--- config.mk ---
export PLATFORM = sky130hd
export DESIGN_NAME = arb_req_gen
export DESIGN_NICKNAME = d
export VERILOG_FILES = /design/src/rtl/arb_req_gen.sv
export SDC_FILE = /design/constraint.sdc
export NUM_CORES = 1
export LEC_CHECK = 0
export BUFFER_PORTS_ARGS = -buffer_cell sky130_fd_sc_hd__buf_4
export CORE_ASPECT_RATIO = 1.2
export CORE_MARGIN = 2
export CORE_UTILIZATION = 52
export DETAILED_ROUTE_END_ITERATION = 10
export PLACE_DENSITY = 0.79
export SYNTH_ARGS = -nofsm -noshare
export SYNTH_HDL_FRONTEND = slang
export SYNTH_SLANG_ARGS = --single-unit
--- constraint.sdc ---
create_clock -name clk -period 2.45 [get_ports clk]
set_clock_uncertainty 0.2 [all_clocks]
set_input_delay 0.245 -clock clk [delete_from_list [all_inputs] [get_ports clk]]
set_output_delay 0.245 -clock clk [all_outputs]
set_load 0.01 [all_outputs]
--- src/rtl/arb_req_gen.sv ---
// arb_req_gen: two independent clients, each with a 2-deep burst-length FIFO feeding a
// request/transfer FSM that drives a shared downstream arbiter and counts out burst beats.
module arb_req_gen #(
    parameter int LEN_W = 4
) (
    input  logic             clk,
    input  logic             rst_n,
    input  logic [1:0]       cmd_valid,
    input  logic [LEN_W-1:0] cmd_len0,
    input  logic [LEN_W-1:0] cmd_len1,
    output logic [1:0]       cmd_ready,
    output logic [1:0]       request,
    input  logic [1:0]       grant,
    output logic [1:0]       beat,
    output logic [1:0]       done,
    output logic             err
);

    // cmd_valid/cmd_ready: a command transfers on a posedge where both bits are 1; valid
    // may rise independently of ready, and ready depends only on registered FIFO occupancy.

    typedef enum logic [1:0] {
        ST_IDLE = 2'd0,
        ST_REQ  = 2'd1,
        ST_XFER = 2'd2
    } state_e;

    state_e           state_q    [2];
    state_e           state_d    [2];
    logic [LEN_W-1:0] cnt_q      [2];
    logic [LEN_W-1:0] cnt_d      [2];
    logic [LEN_W-1:0] fifo_mem_q [2][2];
    logic [LEN_W-1:0] fifo_mem_d [2][2];
    logic [1:0]       fifo_cnt_q [2];
    logic [1:0]       fifo_cnt_d [2];
    logic             fifo_rd_q  [2];
    logic             fifo_rd_d  [2];
    logic             fifo_wr_q  [2];
    logic             fifo_wr_d  [2];
    logic             err_q;
    logic             err_d;

    logic [LEN_W-1:0] cmd_len    [2];
    logic [1:0]       push;
    logic [1:0]       pop;
    logic             grant_ok;

    assign cmd_len[0] = cmd_len0;
    assign cmd_len[1] = cmd_len1;

    // A 2'b11 grant is a protocol violation: it freezes both clients for that cycle.
    assign grant_ok = (grant != 2'b11);
    assign err      = err_q;

    always_comb begin
        state_d    = state_q;
        cnt_d      = cnt_q;
        fifo_mem_d = fifo_mem_q;
        fifo_cnt_d = fifo_cnt_q;
        fifo_rd_d  = fifo_rd_q;
        fifo_wr_d  = fifo_wr_q;
        err_d      = err_q | ~grant_ok;
        push       = 2'b00;
        pop        = 2'b00;
        cmd_ready  = 2'b00;
        request    = 2'b00;
        beat       = 2'b00;
        done       = 2'b00;

        for (int i = 0; i < 2; i++) begin
            cmd_ready[i] = (fifo_cnt_q[i] != 2'd2);
            push[i]      = cmd_valid[i] && cmd_ready[i];
            request[i]   = (state_q[i] != ST_IDLE);
            beat[i]      = (state_q[i] == ST_XFER) && grant[i] && grant_ok;
            done[i]      = beat[i] && (cnt_q[i] == '0);

            case (state_q[i])
                ST_IDLE: begin
                    if (fifo_cnt_q[i] != 2'd0) begin
                        pop[i]     = 1'b1;
                        cnt_d[i]   = fifo_mem_q[i][fifo_rd_q[i]];
                        state_d[i] = ST_REQ;
                    end
                end
                ST_REQ: begin
                    if (grant[i] && grant_ok) begin
                        state_d[i] = ST_XFER;
                    end
                end
                ST_XFER: begin
                    if (!grant_ok) begin
                        state_d[i] = ST_XFER;
                    end else if (!grant[i]) begin
                        // Preempted: wait for re-grant with the remaining count intact.
                        state_d[i] = ST_REQ;
                    end else if (cnt_q[i] == '0) begin
                        if (fifo_cnt_q[i] != 2'd0) begin
                            pop[i]     = 1'b1;
                            cnt_d[i]   = fifo_mem_q[i][fifo_rd_q[i]];
                            state_d[i] = ST_REQ;
                        end else begin
                            state_d[i] = ST_IDLE;
                        end
                    end else begin
                        cnt_d[i] = cnt_q[i] - LEN_W'(1);
                    end
                end
                default: begin
                    state_d[i] = ST_IDLE;
                end
            endcase

            if (push[i]) begin
                fifo_mem_d[i][fifo_wr_q[i]] = cmd_len[i];
                fifo_wr_d[i]                = ~fifo_wr_q[i];
            end
            if (pop[i]) begin
                fifo_rd_d[i] = ~fifo_rd_q[i];
            end
            fifo_cnt_d[i] = fifo_cnt_q[i] + 2'(push[i]) - 2'(pop[i]);
        end
    end

    always_ff @(posedge clk) begin
        if (!rst_n) begin
            for (int i = 0; i < 2; i++) begin
                state_q[i]       <= ST_IDLE;
                cnt_q[i]         <= '0;
                fifo_cnt_q[i]    <= 2'd0;
                fifo_rd_q[i]     <= 1'b0;
                fifo_wr_q[i]     <= 1'b0;
                fifo_mem_q[i][0] <= '0;
                fifo_mem_q[i][1] <= '0;
            end
            err_q <= 1'b0;
        end else begin
            state_q    <= state_d;
            cnt_q      <= cnt_d;
            fifo_mem_q <= fifo_mem_d;
            fifo_cnt_q <= fifo_cnt_d;
            fifo_rd_q  <= fifo_rd_d;
            fifo_wr_q  <= fifo_wr_d;
            err_q      <= err_d;
        end
    end

endmodule

-- Word-level counts from Yosys, hierarchy flattened
Cells that the tools add are included.
- register bits after elaboration: 37
- input bits: 14
- output and inout bits: 9
- word-level logic and storage cells: 126
- add/sub/neg operators: 6
- $lt $le $gt $ge: 6
- equality and inequality tests: 17
- mux-type cells: 46
- bitwise gates (word level): 10
- reduce and logical (&&, ||, !) cells: 26
- operators with widths (operator ; number):
    $mux W4 ; 16
    $ne A2 B2 Y1 const B ; 11
    $mux W2 ; 10
    $bwmux W8 ; 2
    $pmux W4 S2 ; 2
    $logic_and A1 B1 Y1 ; 12
    $pmux W2 S3 ; 2
    $reduce_and A3 Y1 ; 4
    $reduce_bool A2 Y1 ; 6
    $mux W1 ; 10
    $demux W4 S1 ; 2
    $ge A2 B2 Y1 const B ; 4
    $logic_not A4 Y1 ; 2
    $ne A4 B3 Y1 const B ; 2
    $not A1 Y2 ; 4
    $sub A4 B1 Y4 const B ; 2
    $not A1 Y1 ; 5
    $add A2 B1 Y2 ; 2
    $eq A2 B1 Y1 const B ; 2
    $eq A2 B2 Y1 const B ; 2
    $logic_not A2 Y1 ; 2
    $lt A2 B1 Y1 const B ; 2
    $pmux W1 S2 ; 2
    $sub A2 B1 Y2 ; 2
    $or A1 B1 Y1 ; 1

-- Longest topological paths before layout
- depth in word-level cells: 9
- gate-level depth with buffers: 11
- mapped depth without buffers: 11

-- Least setup slack after synthesis
Ideal clock, no wire load.
- path type: register to register
- start: reg cnt_q[4] (netlist name)
- end: reg fifo_cnt_q[3] (netlist name)
- setup time: 0.128 ns
- data arrival time: 2.068 ns
- data required time: 2.122 ns
- slack: 0.055 ns
- stages on the path, launching flop included: 12
- buffers on the path: 0
- clock period less this slack: 2.395 ns
- path through: dfxtp_1 -> inv_1 -> ha_1 -> or3b_4 -> o21a_1 -> nor3_2 -> ha_1 -> inv_1 -> ha_1 -> xor2_1 -> xnor2_1 -> nor2_1
- word-level cells in the longest chain between the ends: 6
- ends and longest elaborated chain (element ; RTL line ; text):
    start: declaration ; 30 ; logic [LEN_W-1:0] cnt_q [2];
    start signal: assignment ; 138 ; cnt_q <= cnt_d;
    $logic_not A4 Y1 ; 96 ; end else if (cnt_q[i] == '0) begin
    $mux W1 ; 96 ;
    $mux W1 ; 93 ; end else if (!grant[i]) begin
    $mux W1 ; 91 ; if (!grant_ok) begin
    $pmux W1 S2 ; 77 ; case (state_q[i])
    via pop[0] ; 45 ; logic [1:0] pop;
    $sub A2 B1 Y2 ; 120 ; fifo_cnt_d[i] = fifo_cnt_q[i] + 2'(push[i]) - 2'(pop[i]);
    end signal: assignment ; 140 ; fifo_cnt_q <= fifo_cnt_d;
    end: declaration ; 34 ; logic [1:0] fifo_cnt_q [2];
The timed path passes the listed nets, and every way through them passes these cells.
A chain may end at the register's enable or synchronous reset.

-- Worst setup path in the final report
- start: reg cnt_q[5] (netlist name)
- end: reg fifo_cnt_q[3] (netlist name)
Same word-level chain as after synthesis.

==> impl_metrics.py <==
metrics = {
    "run_status": {
        "status": "finished with violations",
        "violations": "setup timing",
    },
    "finish": {
        "seqCellArea_um2": 746,
        "areaGrowthSynthToFinish_pct": 22.8,
        "fillers": 307,
        "instances_no_fill": 315,
        "nNetsFinal": 284,
        "multi_input_area_um2": 1220,
        "fin_area_um2": 2490,
        "layout_common_cells": "dfxtp_1, buf_4, nor2_1",
        "insertedDiodeCount": 0,
        "drive_gt1_frac": 0.247,
        "layout_commonest_cell": "dfxtp_1",
    },
    "logic_synthesis": {
        "yosys.cell_types.count": 53,
        "postSynthAreaPerCell_um2": 8.97,
        "synth_nets": 248,
        "ys_warn_count": 0,
        "synth-async-reset-ratio": 0,
        "synth-main-ff-cell": "dfxtp_1",
        "synth_edf_count": 0,
        "ys_ff_latch": 37,
        "yosysSeqAreaShare": 0.365,
        "synth_area_um2": 2030,
        "synthCells": 226,
    },
    "sta": {
        "final-hold-violation-count": 0,
        "finalCritPeriodShare": 1.01,
        "slew_headroom": 0.688,
        "setup_ws_ns": -0.0299,
        "totalNegativeSetupSlack_ns": -0.0299,
        "period_minus_slack_ns": 2.48,
        "rsz0062_at_grt": "yes",
        "setup_violations": 1,
        "fmax_ghz": 0.403,
        "worstMarginPinSlew_ns": 0.466,
        "slew_viol_final": 0,
    },
    "worst_setup_path": {
        "critPathCaptureType": "register",
        "crit_required_ns": 2.43,
        "path_cells": "inv_2 > ha_4 > or3b_4 > o21a_1 > nor3_2 > ha_1 > inv_1 > ha_2 > xor2_1 > xnor2_1 > nor2_1",
        "crit_path_max_incr_delay_ns": 0.37,
        "worstPathMaxFanout": 3,
        "crit_type": "register to register",
        "start_kind": "register",
        "crit_slowest_cell": "or3b_4",
        "crit_arrival_ns": 2.46,
    },
    "global_routing": {
        "grt_max_degree": 27,
        "grt_overflow": 0,
        "grt_pass1_vias": 1658,
        "antenna_found_initial": 0,
        "grt_pass1_wl_mm": 7.21,
        "grt_util_all_layers": 0.216,
    },
    "floorplanning": {
        "fp.dieH_um": 72.4,
        "io_pins": 23,
        "die_x_um": 61.0,
        "num_rows": 24,
        "start_util": 0.549,
        "fp.coreArea_um2": 3690,
        "dieArea_um2": 4420,
    },
    "clock_tree": {
        "cts_sinks": 37,
        "cts_buffers": 5,
        "cts-htree-levels": 2,
        "cts_tree": "built",
        "path_clk_slew_ns": 0.07,
        "root_buffer": "clkbuf_8",
        "cts_buffer_depth": 2,
        "clock_latency_ns": 0.29,
    },
    "run": {
        "maxCapViolCount": 0,
    },
    "power": {
        "power.leakage_nw": 1.12,
        "p_per_area_nw_per_um2": 1060,
        "worst_ir_drop_vdd_mv": 0.600,
    },
    "detailed_routing": {
        "drt_first_pass_iters": 4,
        "drtAntennaViolNets": 0,
        "drc": 0,
        "post_drt_wl_per_cell_um": 13.6,
        "vias": 1755,
        "drt_wl_total_mm": 4.28,
        "via_per_inst": 5.57,
        "drt_iter0_markers": 67,
    },
    "placed_design": {
        "dp_hpwl_mm": 3.02,
        "place_congestion": 0.910,
        "dpl_cell_area_um2": 2270,
        "numPortBuffers": 22,
        "dp_cells": 299,
    },
    "hold_path": {
        "hp-class": "input pin to register",
    },
}
[path summary, 6_finish.rpt]
path                                   from                          to  slack [ns]  cells past startpoint
setup / recovery      cnt_q[5]$_SDFFE_PN0P_    fifo_cnt_q[3]$_SDFF_PN0_       -0.03                     11
hold / removal                  cmd_len1[2]  fifo_mem_q[2]$_SDFFE_PN0P_       0.006                      3
setup reg to reg      cnt_q[5]$_SDFFE_PN0P_    fifo_cnt_q[3]$_SDFF_PN0_       -0.03                     11
hold reg to reg   fifo_wr_q[0]$_SDFFE_PN0P_   fifo_wr_q[0]$_SDFFE_PN0P_        0.27                      2
[critical path: cells and delay by family (launching register included)]
family,cells,cell delay (ns)
simple gates,3,0.66
compound gates,1,0.18
xor+xnor,2,0.32
fa+ha+maj,3,0.55
flops,1,0.33
buf+inv,2,0.13
[cell families (layout without fill, tap and decap cells)]
logic type | count (synthesis) | count (layout) | synth area share
compound gates | 45 | 45 | 0.161
mux | 28 | 28 | 0.143
fa+ha+maj | 8 | 8 | 0.0494
flops | 37 | 37 | 0.365
simple gates | 84 | 84 | 0.223
xor+xnor | 4 | 4 | 0.0173
buf+inv | 20 | 57 | 0.0414
[per-stage QoR]
| step | worst slack, ns | hold WS (ns) | total power, W | util |
|---|---|---|---|---|
| floorplan | 0.0546 | 0.189 | 0.00172 | - |
| global placement | 0.0935 | 0.252 | 0.00204 | 0.616 |
| detailed placement | -0.0263 | 0.264 | 0.00207 | 0.616 |
| CTS | 0.0253 | 0.00280 | 0.00261 | 0.665 |
| global route | -0.158 | 0.0103 | 0.00286 | 0.674 |
| finish | -0.0299 | 0.00600 | 0.00265 | 0.674 |
[cells in the mapped netlist (all sizes together) (3+ instances only)]
cell     n  area share
nand3b   3       0.011
nor3     6       0.017
nand2   13       0.024
nor3b    3       0.014
o21ai    5       0.012
nor2    29       0.054
buf      4       0.011
a21oi   13       0.034
o311ai   3       0.017
clkbuf   5      0.0099
mux2     7       0.039
mux2i   21        0.10
dfxtp   37        0.37
or3      3      0.0093
nand3    3      0.0074
or2      3      0.0093
ha       8       0.049
inv     10       0.019
nand2b  12       0.044
o22ai    3      0.0093
[sequential cells by signal, summed over array words and instances, names as in the netlist]
name and count:
fifo_mem_q 16, cnt_q 8, fifo_cnt_q 4, state_q 4, fifo_rd_q 2, fifo_wr_q 2
err 1
[power breakdown]
group,leakage [nW],total (W),switching [W],internal (W)
registers,0.305,0.000908,0.000162,0.000746
logic,0.760,0.00122,0.000576,0.000643
clock network,0.0554,0.000523,0.000218,0.000305
[cell type report]
class	instances	share of cell area
Multi-Input combinational cell	169	0.491
Sequential cell	37	0.299
Clock inverter	2	0.0156
Timing Repair Buffer	38	0.122
Inverter	11	0.0166
Clock buffer	6	0.0291
Tap cell	52	0.0261
[routing by layer]
layer	GRT usage	up-vias	routed length [µm]
met5	0	-	0
met4	0.104	0	99
met3	0.0535	8	159
met2	0.358	38	2230
met1	0.254	827	1790
li1	-	882	-
[timing repair]
item	4_1_cts	5_1_grt
endpoints found under the setup margin	1	2
gates resized for setup	0	11
hold endpoints to repair	9	0
pin swaps	2	10
buffers inserted	0	1
hold buffers	7	0
(Power assumes the default switching activity.)
